## config.mk

```make
export PLATFORM = sky130hd
export DESIGN_NAME = ex_stage
export DESIGN_NICKNAME = d
export VERILOG_FILES = /design/src/rtl/ex_stage_pkg.sv /design/src/rtl/ex_stage_mul_iter.sv /design/src/rtl/ex_stage.sv
export SDC_FILE = /design/constraint.sdc
export NUM_CORES = 1
export LEC_CHECK = 0
export CAP_MARGIN = 20
export CORE_UTILIZATION = 49
export DETAILED_ROUTE_END_ITERATION = 12
export PLACE_DENSITY_LB_ADDON = 0.2
export SLEW_MARGIN = 20
export SYNTH_ARGS = -nofsm -noshare
export SYNTH_HDL_FRONTEND = slang
export SYNTH_SLANG_ARGS = --single-unit
```

## constraint.sdc

```tcl
create_clock -name CLK -period 4.7 [get_ports CLK]
set_input_delay 0.94 -clock CLK [delete_from_list [all_inputs] [get_ports CLK]]
set_output_delay 0.94 -clock CLK [all_outputs]
set_load 0.02 [all_outputs]
```

## src/rtl/ex_stage_pkg.sv

```systemverilog
// ex_stage_pkg: shared definitions for the execute stage.
//   - ALU opcode encodings (ALU_ADD .. ALU_MUL)
//   - multiplier sequencing state type (IDLE / MUL / DONE)
//   - registered control bundle and its bubble value
//   - forwarding source select and its priority function
package ex_stage_pkg;

    localparam logic [2:0] ALU_ADD = 3'b000;
    localparam logic [2:0] ALU_SUB = 3'b001;
    localparam logic [2:0] ALU_AND = 3'b010;
    localparam logic [2:0] ALU_OR  = 3'b011;
    localparam logic [2:0] ALU_XOR = 3'b100;
    localparam logic [2:0] ALU_SLL = 3'b101;
    localparam logic [2:0] ALU_SRL = 3'b110;
    localparam logic [2:0] ALU_MUL = 3'b111;

    typedef enum logic [1:0] {
        IDLE = 2'd0,
        MUL  = 2'd1,
        DONE = 2'd2
    } ex_state_t;

    typedef struct packed {
        logic reg_write;
        logic mem_write;
        logic mem_read;
        logic reg_store;
    } ctrl_t;

    localparam ctrl_t CTRL_BUBBLE = '0;

    typedef enum logic [1:0] {
        FWD_NONE  = 2'd0,
        FWD_EXMEM = 2'd1,
        FWD_WB    = 2'd2
    } fwd_sel_t;

    // EX/MEM wins over MEM/WB. A load in EX/MEM has no data yet, so it is
    // never a source; load-use stalls are handled before this stage.
    function automatic fwd_sel_t fwd_select(
        input logic ex_write,
        input logic ex_load,
        input logic ex_match,
        input logic ex_rd_zero,
        input logic wb_write,
        input logic wb_match,
        input logic wb_rd_zero
    );
        fwd_sel_t sel;
        sel = FWD_NONE;
        if (ex_write && !ex_load && ex_match && !ex_rd_zero) begin
            sel = FWD_EXMEM;
        end else if (wb_write && wb_match && !wb_rd_zero) begin
            sel = FWD_WB;
        end
        return sel;
    endfunction

endpackage

```

## src/rtl/ex_stage_mul_iter.sv

```systemverilog
// mul_iter: W-bit iterative shift-add multiplier, one partial-product step
// per enabled clock.
//   clk, rst_n   clock and asynchronous active-low reset
//   start        load operands a/b, clear accumulator and step counter
//   step         perform one shift-add iteration
//   clear        drop all state (abort); wins over start/step
//   a, b         operands sampled on start
//   product      low W bits of the accumulated product
//   last         high during the step that completes the final iteration
module mul_iter
    import ex_stage_pkg::*;
#(
    parameter int W          = 16,
    parameter int MUL_CYCLES = 16
) (
    input  logic         clk,
    input  logic         rst_n,
    input  logic         start,
    input  logic         step,
    input  logic         clear,
    input  logic [W-1:0] a,
    input  logic [W-1:0] b,
    output logic [W-1:0] product,
    output logic         last
);

    localparam int CW = $clog2(MUL_CYCLES + 1);

    logic [W-1:0]  mcand;
    logic [W-1:0]  mplier;
    logic [W-1:0]  acc;
    logic [CW-1:0] count;

    always_ff @(posedge clk or negedge rst_n) begin
        if (!rst_n) begin
            mcand  <= '0;
            mplier <= '0;
            acc    <= '0;
            count  <= '0;
        end else if (clear) begin
            mcand  <= '0;
            mplier <= '0;
            acc    <= '0;
            count  <= '0;
        end else if (start) begin
            mcand  <= a;
            mplier <= b;
            acc    <= '0;
            count  <= '0;
        end else if (step) begin
            if (mplier[0]) begin
                acc <= acc + mcand;
            end
            mcand  <= mcand << 1;
            mplier <= mplier >> 1;
            count  <= count + CW'(1);
        end
    end

    assign product = acc;
    assign last    = step && (count == CW'(MUL_CYCLES - 1));

endmodule

```

## src/rtl/ex_stage.sv

```systemverilog
// ex_stage: execute stage of the 16-bit pipeline.
//   Inputs : ID/EX controls and operands (I*), MEM/WB write-back (WB*),
//            Stall (hold EX/MEM), Flush (replace instruction with bubble).
//   Outputs: ExBusy (hold ID/EX), registered EX/MEM fields (O*).
// Operand forwarding, ALU, BEQ resolution and the EX/MEM register live here;
// MUL is handed to mul_iter and sequenced by a small FSM.
//
// state | meaning
// ------+-----------------------------------------------------------
// IDLE  | single-cycle ops flow through; MUL with write enable starts
// MUL   | multiplier iterating, ExBusy high, EX/MEM receives bubbles
// DONE  | product ready, captured on first non-stalled edge
module ex_stage
    import ex_stage_pkg::*;
#(
    parameter int W          = 16,
    parameter int MUL_CYCLES = 16   // must equal W
) (
    input  logic         CLK,
    input  logic         Reset,
    input  logic         IRegWrite,
    input  logic         IALUSrc,
    input  logic         IBranch,
    input  logic         IMemWrite,
    input  logic         IMemRead,
    input  logic         IRegStore,
    input  logic [2:0]   IALUOP,
    input  logic [W-1:0] I1stArg,
    input  logic [W-1:0] I2ndArg,
    input  logic [W-1:0] I3rdArg,
    input  logic [W-1:0] IImm,
    input  logic [W-1:0] IRs1,
    input  logic [W-1:0] IRs2,
    input  logic [W-1:0] IRd,
    input  logic         WBRegWrite,
    input  logic [W-1:0] WBRd,
    input  logic [W-1:0] WBData,
    input  logic         Stall,
    input  logic         Flush,
    output logic         ExBusy,
    output logic         ORegWrite,
    output logic         OMemWrite,
    output logic         OMemRead,
    output logic         ORegStore,
    output logic [W-1:0] OALURes,
    output logic [W-1:0] OStoreData,
    output logic [W-1:0] ORd,
    output logic         OBranchTaken,
    output logic [W-1:0] OBranchTarget
);

    ex_state_t state;
    ex_state_t state_next;

    ctrl_t        in_ctrl;
    ctrl_t        out_ctrl;
    logic [W-1:0] alu_res_q;
    logic [W-1:0] store_q;
    logic [W-1:0] rd_q;
    logic         taken_q;
    logic [W-1:0] target_q;

    ctrl_t        ctrl_d;
    logic [W-1:0] alu_res_d;
    logic [W-1:0] store_d;
    logic [W-1:0] rd_d;
    logic         taken_d;
    logic [W-1:0] target_d;

    fwd_sel_t     sel_a;
    fwd_sel_t     sel_b;
    logic [W-1:0] op_a;
    logic [W-1:0] b_fwd;
    logic [W-1:0] op_b;
    logic [W-1:0] alu_res;
    logic         branch_taken;

    logic         mul_start;
    logic         mul_step;
    logic         mul_abort;
    logic         mul_last;
    logic [W-1:0] mul_product;

    ctrl_t        lat_ctrl;
    logic [W-1:0] lat_rd;
    logic [W-1:0] lat_store;

    always_comb begin
        in_ctrl           = CTRL_BUBBLE;
        in_ctrl.reg_write = IRegWrite;
        in_ctrl.mem_write = IMemWrite;
        in_ctrl.mem_read  = IMemRead;
        in_ctrl.reg_store = IRegStore;
    end

    // Forwarding
    always_comb begin
        sel_a = fwd_select(out_ctrl.reg_write, out_ctrl.mem_read, rd_q == IRs1,
                           rd_q == '0, WBRegWrite, WBRd == IRs1, WBRd == '0);
        sel_b = fwd_select(out_ctrl.reg_write, out_ctrl.mem_read, rd_q == IRs2,
                           rd_q == '0, WBRegWrite, WBRd == IRs2, WBRd == '0);

        case (sel_a)
            FWD_EXMEM: op_a = alu_res_q;
            FWD_WB:    op_a = WBData;
            default:   op_a = I1stArg;
        endcase

        case (sel_b)
            FWD_EXMEM: b_fwd = alu_res_q;
            FWD_WB:    b_fwd = WBData;
            default:   b_fwd = I2ndArg;
        endcase

        op_b = IALUSrc ? IImm : b_fwd;
    end

    // Single-cycle ALU; MUL goes through mul_iter, so its slot yields zero
    // here (only reachable for a MUL without a register write).
    always_comb begin
        alu_res = '0;
        case (IALUOP)
            ALU_ADD: alu_res = op_a + op_b;
            ALU_SUB: alu_res = op_a - op_b;
            ALU_AND: alu_res = op_a & op_b;
            ALU_OR:  alu_res = op_a | op_b;
            ALU_XOR: alu_res = op_a ^ op_b;
            ALU_SLL: alu_res = op_a << op_b[3:0];
            ALU_SRL: alu_res = op_a >> op_b[3:0];
            default: alu_res = '0;
        endcase
        branch_taken = IBranch && (op_a == b_fwd);
    end

    // Multiplier sequencing
    assign mul_start = (state == IDLE) && (IALUOP == ALU_MUL) && IRegWrite && !Flush;
    assign mul_step  = (state == MUL);
    assign mul_abort = Flush && (state != IDLE);

    always_ff @(posedge CLK or negedge Reset) begin
        if (!Reset) begin
            state <= IDLE;
        end else begin
            state <= state_next;
        end
    end

    always_comb begin
        state_next = state;
        ExBusy     = 1'b0;
        case (state)
            IDLE: begin
                if (mul_start) begin
                    ExBusy     = 1'b1;
                    state_next = MUL;
                end
            end
            MUL: begin
                ExBusy = 1'b1;
                if (Flush) begin
                    state_next = IDLE;
                end else if (mul_last) begin
                    state_next = DONE;
                end
            end
            DONE: begin
                // Flush aborts even while stalled.
                if (Flush || !Stall) begin
                    state_next = IDLE;
                end
            end
            default: state_next = IDLE;
        endcase
    end

    mul_iter #(
        .W          (W),
        .MUL_CYCLES (MUL_CYCLES)
    ) u_mul_iter (
        .clk     (CLK),
        .rst_n   (Reset),
        .start   (mul_start),
        .step    (mul_step),
        .clear   (mul_abort),
        .a       (op_a),
        .b       (op_b),
        .product (mul_product),
        .last    (mul_last)
    );

    // The MUL's destination and controls are kept here so DONE does not
    // depend on ID/EX still holding the instruction.
    always_ff @(posedge CLK or negedge Reset) begin
        if (!Reset) begin
            lat_ctrl  <= CTRL_BUBBLE;
            lat_rd    <= '0;
            lat_store <= '0;
        end else if (mul_start) begin
            lat_ctrl  <= in_ctrl;
            lat_rd    <= IRd;
            lat_store <= b_fwd;
        end
    end

    // EX/MEM next value
    always_comb begin
        ctrl_d    = in_ctrl;
        alu_res_d = alu_res;
        store_d   = b_fwd;
        rd_d      = IRd;
        taken_d   = branch_taken;
        target_d  = I3rdArg;
        if (Flush || mul_start || (state == MUL)) begin
            ctrl_d    = CTRL_BUBBLE;
            alu_res_d = '0;
            store_d   = '0;
            rd_d      = '0;
            taken_d   = 1'b0;
            target_d  = '0;
        end else if (state == DONE) begin
            ctrl_d    = lat_ctrl;
            alu_res_d = mul_product;
            store_d   = lat_store;
            rd_d      = lat_rd;
            taken_d   = 1'b0;
            target_d  = '0;
        end
    end

    always_ff @(posedge CLK or negedge Reset) begin
        if (!Reset) begin
            out_ctrl  <= CTRL_BUBBLE;
            alu_res_q <= '0;
            store_q   <= '0;
            rd_q      <= '0;
            taken_q   <= 1'b0;
            target_q  <= '0;
        end else if (!Stall) begin
            out_ctrl  <= ctrl_d;
            alu_res_q <= alu_res_d;
            store_q   <= store_d;
            rd_q      <= rd_d;
            taken_q   <= taken_d;
            target_q  <= target_d;
        end
    end

    assign ORegWrite     = out_ctrl.reg_write;
    assign OMemWrite     = out_ctrl.mem_write;
    assign OMemRead      = out_ctrl.mem_read;
    assign ORegStore     = out_ctrl.reg_store;
    assign OALURes       = alu_res_q;
    assign OStoreData    = store_q;
    assign ORd           = rd_q;
    assign OBranchTaken  = taken_q;
    assign OBranchTarget = target_q;

endmodule

```

# Word-level counts from Yosys, hierarchy flattened
# Index checks and enable logic that the tools add are counted.
op_classes:
  add_sub_neg: 4
  eq_ne: 22
  shifts: 2
  muxes: 40
  n_bitwise: 3
  reduce_logical: 32
ops:
  columns: ["op", "count"]
  rows:
  - ["$mux 16", 19]
  - ["$pmux 16 s7", 1]
  - ["$eq 16x16->1", 5]
  - ["$pmux 16 s2", 2]
  - ["$add 16x16->16", 2]
  - ["$logic_not 16->1", 2]
  - ["$and 16x16->16", 1]
  - ["$mux 2", 8]
  - ["$or 16x16->16", 1]
  - ["$shl 16x4->16", 1]
  - ["$shr 16x4->16", 1]
  - ["$sub 16x16->16", 1]
  - ["$xor 16x16->16", 1]
  - ["$logic_and 1x1->1", 15]
  - ["$mux 5", 3]
  - ["$eq 3x3->1 const B", 4]
  - ["$mux 4", 2]
  - ["$eq 2x1->1 const B", 3]
  - ["$eq 2x2->1 const B", 3]
  - ["$eq 3x2->1 const B", 2]
  - ["$pmux 2 s3", 1]
  - ["$reduce_bool 3->1", 2]
  - ["$add 5x1->5 const B", 1]
  - ["$eq 5x4->1 const B", 1]
  - ["other kinds (12)", 21]
word_totals:
  ff_bits: 160
  in_bits: 158
  output_inout_bits: 70
  elab_cells: 123

# Longest topological paths before layout
# Gate-level depths: netlist (run 1).
logic_depth:
  ltp_word: 12
  depth_mapped: 25

# By module
# Synthesis (run 1) repeated with hierarchy kept, for this count alone.
unflattened:
  cells_unflattened: 1538
  area_unflattened_um2: 13088.8
modules_own_cells:
  columns: ["module", "n_inst", "cells_per_inst", "area_each_um2", "seq_area_each_um2"]
  rows:
  - ["ex_stage", 1, 1202, 9903.2, 2677.6]
  - ["mul_iter", 1, 336, 3185.6, 1326.3]

# Worst setup path after synthesis (run 1)
# No wires, ideal clock.
synth_path:
  path_type: "input to register"
  startpoint: "input IRs2[14]"
  endpoint: "register alu_res_q[15], in the netlist OALURes[15]"
  setup_ps: 71
  arrival_ps: 5537
  setup_slack_ps: -907
  cell_stages: 25
  n_path_buf: 2
  path_cell_list: "xor2_1 > nor4_4 > nand3b_1 > o22ai_1 > o22ai_2 > o21ai_2 > inv_2 > buf_2 > buf_2 > ha_1 > nor2_1 > a21oi_1 > inv_1 > ha_1 > nor2b_1 > o21ai_0 > a21boi_0 > o211ai_1 > a21oi_1 > o31ai_1 > o21ai_0 > or3b_1 > nand2b_1 > mux2_2 > nand4_1"
synth_between:
  elab_chain_cells: 12
synth_lines:
  columns: ["element", "line", "rtl"]
  rows:
  - ["from (decl)", "ex_stage.sv:33", "input logic [W-1:0] IRs2,"]
  - ["$eq 16x16->1", "ex_stage.sv:101", "rd_q == '0, WBRegWrite, WBRd == IRs2, WBRd == '0);"]
  - ["$logic_and 1x1->1 (2 in a row)", "ex_stage_pkg.sv:53", "end else if (wb_write && wb_match && !wb_rd_zero) begin"]
  - ["$mux 2", "ex_stage_pkg.sv:53", null]
  - ["$mux 2 *", "ex_stage_pkg.sv:51", "if (ex_write && !ex_load && ex_match && !ex_rd_zero) begin"]
  - ["$eq 2x2->1 / $eq 2x1->1 (equally long branches)", "ex_stage.sv:109", "case (sel_b)"]
  - ["$pmux 16 s2 *", "ex_stage.sv:109", null]
  - ["$mux 16 *", "ex_stage.sv:115", "op_b = IALUSrc ? IImm : b_fwd;"]
  - ["$sub 16x16->16, or another cell as far along", "ex_stage.sv:124", "ALU_SUB: alu_res = op_a - op_b;"]
  - ["$pmux 16 s7 *", "ex_stage.sv:122", "case (IALUOP)"]
  - ["$mux 16 *", "ex_stage.sv:220", "end else if (state == DONE) begin"]
  - ["$mux 16 *", "ex_stage.sv:213", "if (Flush || mul_start || (state == MUL)) begin"]
  - ["to (signal assigned)", "ex_stage.sv:240", "alu_res_q <= alu_res_d;"]
  - ["to (decl)", "ex_stage.sv:57", "logic [W-1:0] alu_res_q;"]
# Every way passes the cells marked *; elsewhere a longest branch is shown, timed or not.
# A chain may end at the register's enable or synchronous reset.

# Worst setup path after layout (run 1)
layout_path:
  startpoint: "input WBRd[1]"
  endpoint: "register alu_res_q[15], in the netlist OALURes[15]"
layout_between:
  elab_chain_cells: 12
layout_lines:
  columns: ["element", "line", "rtl"]
  rows:
  - ["from (decl)", "ex_stage.sv:36", "input logic [W-1:0] WBRd,"]
  - ["$eq 16x16->1 / $logic_not 16->1 (equally long branches)", "ex_stage.sv:101, ex_stage.sv:99", null]
  - ["$logic_and 1x1->1 / $logic_not 1->1 (equally long branches)", "ex_stage_pkg.sv:53", null]
  - ["$logic_and 1x1->1", "ex_stage_pkg.sv:53", null]
  - ["$mux 2", "ex_stage_pkg.sv:53", null]
  - ["$mux 2", "ex_stage_pkg.sv:51", null]
  - ["$eq 2x2->1 / $eq 2x1->1 (equally long branches)", "ex_stage.sv:109", null]
  - ["$pmux 16 s2", "ex_stage.sv:109", null]
  - ["$mux 16", "ex_stage.sv:115", null]
  - ["$sub 16x16->16, or another cell as far along", "ex_stage.sv:124", null]
  - ["$pmux 16 s7 *", "ex_stage.sv:122", null]
  - ["$mux 16 *", "ex_stage.sv:220", null]
  - ["$mux 16 *", "ex_stage.sv:213", null]
# Marked as above.

==> results.json, run 1 <==
{
  "p_sw_mw": 1.92,
  "p_leak_nw": 8.57,
  "holdPathStages": 2,
  "max_freq_mhz": 208,
  "synth_top_flop_cell": "dfrtp_1",
  "p_int_mw": 3.15,
  "critPathLaunchType": "input pin",
  "synth.distinct_cells": 93,
  "critPathArrivalTime_ns": 5.19,
  "cts_htree_levels": 4,
  "area_growth_pct": 43.2,
  "r2r-end": "OALURes[15]$_DFFE_PN0N_",
  "hold_slack_ns": 0.483,
  "path_class": "in -> reg",
  "layout-drive-gt1-share_pct": 27.0,
  "grt_max_degree": 94,
  "worstHoldStart": "lat_rd[10]$_DFFE_PN0P_",
  "ys_seq_elements": 160,
  "place_hpwl_um": 42100,
  "cap_violations": 0,
  "cts_buffer_depth": 2,
  "netlist_area_um2": 12900,
  "place_congestion": 1.02,
  "clock_power_share_pct": 30.1,
  "reg2reg_slack_ns": 0,
  "grt_pass1_wl_um": 81600,
  "synthesis.nets": 1711,
  "firstDrtPassIters": 6,
  "path_clk_slew_ns": 0.08,
  "track_usage_pct": 41.5,
  "hp-class": "reg -> reg",
  "power.density_nw_per_um2": 275,
  "vias": 14000,
  "ioPinCount": 228,
  "peakVddDrop_mv": 0.262,
  "async_flop_share_pct": 100,
  "insertion_delay_ns": 0.44,
  "power_mw": 5.07,
  "nNetsFinal": 2147,
  "die_w_um": 164,
  "finalHoldViolCount": 0,
  "r2r_start": "ORd[14]$_DFFE_PN0N_",
  "setup_violations": 3,
  "postSynthCellCount": 1485,
  "coreArea_um2": 25500,
  "reg2regPathDepth": 24,
  "place_ws_ns": -1.10,
  "switching_share_pct": 37.8,
  "violations": "setup timing",
  "ys_warn_count": 0,
  "fin_crit_sh_pct": 102,
  "detail-route-antenna-nets": 0,
  "cts_tree": "yes",
  "cp_slowest_cell": "or3b_4",
  "dp_cells": 2197,
  "setup_ws_ns": -0.109,
  "maxSlewViolCount": 0,
  "seqPwrFrac_pct": 34.4,
  "skew_ns": 0.0180,
  "antenna_found_initial": 8,
  "first_iter_violations": 1527,
  "cts_made_buffers": 17,
  "slowest_delay_ns": 0.40,
  "routed_wl_um": 56400,
  "routed.top_layer": "met5",
  "status": "finished, violations left",
  "die_area_um2": 26900,
  "wl_met3_um": 6800,
  "grt_overflow": 0,
  "grt_pass1_vias": 13500,
  "nFillCells": 1919,
  "worstPathRequired_ns": 5.08,
  "layout.cells.non_filler": 2269,
  "met1Wirelength_um": 22600,
  "min_period_ns": 4.81,
  "p_comb_share_pct": 35.6,
  "root_buffer": "clkbuf_16",
  "max-slew-margin-rel_pct": 32.8,
  "crit_fanout": 3,
  "ys_seq_area_share_pct": 31.1,
  "rsz0062_at_grt": "true",
  "hold_end": "lat_rd[10]$_DFFE_PN0P_",
  "via_per_inst": 6.17,
  "path_cells": "buf_6 > buf_6 > xor2_2 > nor4_2 > nand4_1 > buf_6 > buf_6 > o22ai_1 > o22ai_1 > buf_4 > o21a_2 > nand2_1 > nor2_1 > a21oi_2 > xnor2_1 > ha_1 > or3_4 > o31ai_4 > o21ai_2 > or3b_4 > nand2b_4 > mux2_4 > nand4_1",
  "synth_edf_count": 0,
  "wl_per_cell_um": 24.9,
  "drc": 0,
  "avgSynthCellArea_um2": 8.66,
  "cts.sink_count": 160,
  "postCtsHoldBufs": 0,
  "end_kind": "flip-flop",
  "path_common_cell": "buf_6",
  "rows": 58,
  "worstMarginPinSlew_ns": 1.01,
  "start_util_pct": 50.5,
  "io_buffers": 227,
  "wl_met2_um": 24600,
  "die_h_um": 164
}
-- metrics by stage --
stage          setup TNS (ns)  utilization [%]  instance area (um^2)
2_1_floorplan           -1.12                -                 12900
3_3_place_gp            -7.46             66.8                 17000
3_5_place_dp            -8.29             66.8                 17000
4_1_cts                -0.153             70.2                 17900
5_1_grt                -0.863             72.3                 18400
6_report               -0.190             72.3                 18400
-- power by group through the flow --
stage | Clock (mW) | Combinational [mW] | Sequential [mW]
final | 1.52 | 1.80 | 1.74
after global routing | 1.58 | 1.92 | 1.76
after CTS | 1.52 | 1.68 | 1.73
after detailed placement | 0 | 1.63 | 1.76
after global placement | 0 | 1.61 | 1.75
after floorplan | 0 | 0.818 | 1.76
-- worst max path at each step --
stage | cells after the start | endpoint | startpoint | slack (ns)
floorplan | 25 | OALURes[15]$_DFFE_PN0N_ | IRs2[12] | -0.56
global placement | 21 | OALURes[15]$_DFFE_PN0N_ | WBRd[0] | -0.99
detailed placement | 21 | OALURes[15]$_DFFE_PN0N_ | WBRd[0] | -1.10
CTS | 26 | OALURes[15]$_DFFE_PN0N_ | WBRd[9] | -0.11
global route | 21 | OALURes[15]$_DFFE_PN0N_ | WBRd[13] | -0.22
finish | 23 | OALURes[15]$_DFFE_PN0N_ | WBRd[1] | -0.11
-- Yosys cell counts (6+ instances only) --
library cell	count	area share, %
mux2i_1	83	6.5
a221oi_1	9	0.61
dfrtp_1	160	31
nand2b_1	10	0.49
a21o_1	8	0.47
clkbuf_1	55	1.6
inv_1	61	1.8
o21ai_0	120	4.7
mux2_2	20	1.8
nor3_1	19	0.74
ha_1	66	6.4
nand2_1	202	5.9
nor2b_1	8	0.39
nand4_1	13	0.63
a22oi_1	22	1.3
a22o_1	26	1.8
o31ai_1	7	0.41
o211ai_1	7	0.41
buf_2	12	0.47
o21a_1	6	0.35
a31oi_1	21	1.0
a222oi_1	23	1.8
nand3_1	27	1.1
nor2_1	102	3.0
buf_6	6	0.53
a21oi_2	12	0.82
nor4_1	20	0.97
xnor2_1	54	3.7
or3_1	6	0.29
xor2_1	63	4.3
o22ai_1	11	0.54
inv_2	7	0.20
o21bai_1	9	0.53
a21oi_1	84	3.3
-- final cells by class --
| type | count | area (um^2) | share of cell area, % |
|---|---|---|---|
| Timing Repair Buffer | 499 | 4290 | 23.3 |
| Clock buffer | 17 | 425 | 2.31 |
| Multi-Input combinational cell | 1174 | 8800 | 47.8 |
| Antenna cell | 5 | 12.5 | 0.0679 |
| Clock inverter | 15 | 204 | 1.11 |
| Inverter | 69 | 262 | 1.42 |
| Sequential cell | 160 | 4010 | 21.8 |
| Tap cell | 330 | 413 | 2.24 |
-- logic make-up (layout without fill, tap and decap cells) --
family / after synthesis / count (layout) / synth area share (%)
simple gates: 453 / 453 / 16.8
compound gates: 422 / 422 / 22.3
flops: 160 / 160 / 31.1
buf+inv: 151 / 600 / 5.10
xor+xnor: 117 / 117 / 7.97
mux: 114 / 114 / 10.0
fa+ha+maj: 68 / 68 / 6.73
other cells: 0 / 5 / 0
-- critical path: cells and delay by family --
family,cells,cell delay (ns)
AOI/OAI and AO/OA,6,1.06
buffers and inverters,5,0.72
and+or+nand+nor,8,1.76
adders and majority gates,1,0.22
muxes,1,0.27
xor gates and xnor gates,2,0.22
-- state kept, by name (all words and copies together), names as in the netlist --
name and flops:
u_mul_iter.mcand 16, ORegWrite 1, u_mul_iter.mplier 16, lat_rd 16, lat_ctrl 4, OMemWrite 1
lat_store 16, OBranchTaken 1, state 2, OALURes 16, ORd 16, u_mul_iter.product 16
OBranchTarget 16, ORegStore 1, OStoreData 16, u_mul_iter.count 5, OMemRead 1
-- what timing repair did --
item,in CTS,in global routing
buffers inserted,16,18
cloned,1,0
gates resized for setup,154,111
pin swaps,39,63
endpoints found under the setup margin,10,10
endpoints found under the hold margin,0,0
-- routing by layer --
layer,global-route usage [%],vias up
li1,-,6233
met1,54.6,6756
met2,63.4,834
met3,12.8,176
met4,15.9,4
met5,0,-
-- cells in the final DEF (no fill, tap or decap), types with 10 or more instances in the layout --
master,instances
a21oi_1,75
a22oi_1,22
mux2_2,19
inv_1,58
nor3_1,14
xor2_1,53
nor4_1,12
buf_2,21
nand2_1,196
xnor2_1,48
dfrtp_1,158
buf_4,255
clkdlybuf4s50_1,180
buf_6,24
a31oi_1,20
dlymetal6s2s_1,12
a21oi_2,18
nand4_1,13
mux2i_1,82
ha_1,62
a222oi_1,23
o21ai_0,112
clkbuf_16,17
nand3_1,27
inv_2,10
nor2_1,98
a22o_1,26
Power figures use the tool's default switching activity.
==> inputs of run 2 (changes only) <==
Settings changed: SETUP_SLACK_MARGIN set to 0.2.
==> results.json, run 2 (synthesis results as in run 1) <==
{
  "status": "finished, violations left",
  "violations": "setup timing",
  "path_clk_slew_ns": 0.08,
  "nNetsFinal": 2149,
  "final_cell_mix": "buf_4 (242), nand2_1 (198), clkdlybuf4s50_1 (179)",
  "area_growth_pct": 44.0,
  "setup_ws_ns": -0.269,
  "grt_overflow": 0,
  "layout_commonest_cell": "buf_4",
  "critPathArrivalTime_ns": 5.35,
  "root_buffer": "clkbuf_16",
  "track_usage_pct": 42.4,
  "worstPathRequired_ns": 5.08,
  "rsz0062_at_grt": "true",
  "vias": 14200,
  "insertion_delay_ns": 0.45,
  "finalHoldViolCount": 0,
  "firstDrtPassIters": 7,
  "layout-drive-gt1-share_pct": 27.5,
  "wl_per_cell_um": 25.1,
  "rows": 58,
  "place_congestion": 1.04,
  "place_hpwl_um": 41700,
  "power_mw": 5.18,
  "cts_buffer_depth": 2,
  "io_buffers": 227,
  "postCtsHoldBufs": 0,
  "die_h_um": 164,
  "antenna_found_initial": 5,
  "cts_made_buffers": 17,
  "crit_fanout": 7,
  "cts.sink_count": 160,
  "drc": 0,
  "path_class": "in -> reg",
  "start_util_pct": 50.5,
  "end_kind": "flip-flop",
  "critPathLaunchType": "input pin",
  "cts_htree_levels": 4,
  "max_freq_mhz": 201,
  "min_period_ns": 4.97,
  "grt_pass1_wl_um": 84100,
  "setup_violations": 4,
  "routed_wl_um": 57000,
  "fin_crit_sh_pct": 106,
  "peakVddDrop_mv": 0.261,
  "first_iter_violations": 1767,
  "power.density_nw_per_um2": 280,
  "die_w_um": 164,
  "maxSlewViolCount": 0,
  "detail-route-antenna-nets": 0,
  "p_leak_nw": 8.51,
  "hp-class": "reg -> reg",
  "die_area_um2": 26900,
  "cts_tree": "yes",
  "worstMarginPinSlew_ns": 1.04,
  "ioPinCount": 228,
  "nFillCells": 1934,
  "coreArea_um2": 25500,
  "hold_slack_ns": 0.477,
  "skew_ns": 0.0183,
  "max-slew-margin-rel_pct": 30.8,
  "cap_violations": 0,
  "grt_pass1_vias": 13800,
  "via_per_inst": 6.26,
  "final_util_pct": 72.7,
  "grt_max_degree": 101
}
[run 2: report_power, final]
group	total, mW	switching, mW	leakage [nW]	internal, mW
Combinational	1.89	0.987	6.10	0.905
Clock	1.54	0.802	0.303	0.739
Sequential	1.75	0.186	2.11	1.56
[run 2: worst paths after layout]
check,cells past startpoint,to,from,slack (ns)
setup / recovery,22,OALURes[15]$_DFFE_PN0N_,WBRd[11],-0.27
hold / removal,2,lat_rd[6]$_DFFE_PN0P_,lat_rd[6]$_DFFE_PN0P_,0.48
setup reg to reg,25,OALURes[15]$_DFFE_PN0N_,ORd[12]$_DFFE_PN0N_,-0.15
hold reg to reg,2,lat_rd[6]$_DFFE_PN0P_,lat_rd[6]$_DFFE_PN0P_,0.48
max in group asynchronous,2,lat_rd[4]$_DFFE_PN0P_,Reset,3.13
min in group asynchronous,1,OALURes[4]$_DFFE_PN0N_,Reset,0.58
[run 2: metal layers]
layer  track usage (%)  wire, um
met1              56.1     22600
met2              65.9     25000
met3              9.02      6300
met4              20.2      3100
met5                 0        43
[run 2: metrics by stage]
stage                     cells  setup WS [ns]  cell area [um^2]  setup TNS [ns]
after detailed placement   2193          -1.02             17100           -7.94
after floorplan            1485         -0.557             12900           -1.13
after global placement     2193         -0.945             17100           -7.36
after global routing       2268         -0.424             18500           -1.42
final                      2269         -0.269             18500          -0.657
after CTS                  2257        -0.0667             18200         -0.0667
[run 2: critical path, stage by stage]
cell	delay [ns]
buf_8	0.10
buf_6	0.11
xor2_4	0.15
nor4_4	0.30
and4_4	0.33
buf_4	0.17
a21boi_0	0.11
o22ai_1	0.16
buf_4	0.18
o21a_2	0.14
nand2_1	0.11
nor2_1	0.28
a21oi_1	0.13
xnor2_1	0.14
ha_1	0.22
or3_4	0.38
o31ai_4	0.35
o21ai_2	0.11
or3b_4	0.42
nand2b_4	0.15
mux2_4	0.27
nand4_1	0.08
[run 2: area by class of cell]
cell class,count,area [um^2],share of cell area [%]
inverter,69,262,1.41
clock buffer,17,425,2.30
sequential,160,4000,21.6
timing repair buffer,501,4370,23.6
multi-input combinational,1174,8840,47.7
antenna,3,7.51,0.0405
clock inverter,15,201,1.09
tap,330,413,2.23
[run 2: timing repair]
| action | in CTS | in global routing |
|---|---|---|
| gates resized for setup | 196 | 78 |
| cloned | 0 | 0 |
| endpoints found under the setup margin | 11 | 14 |
| buffers inserted | 32 | 9 |
| pin swaps | 67 | 57 |
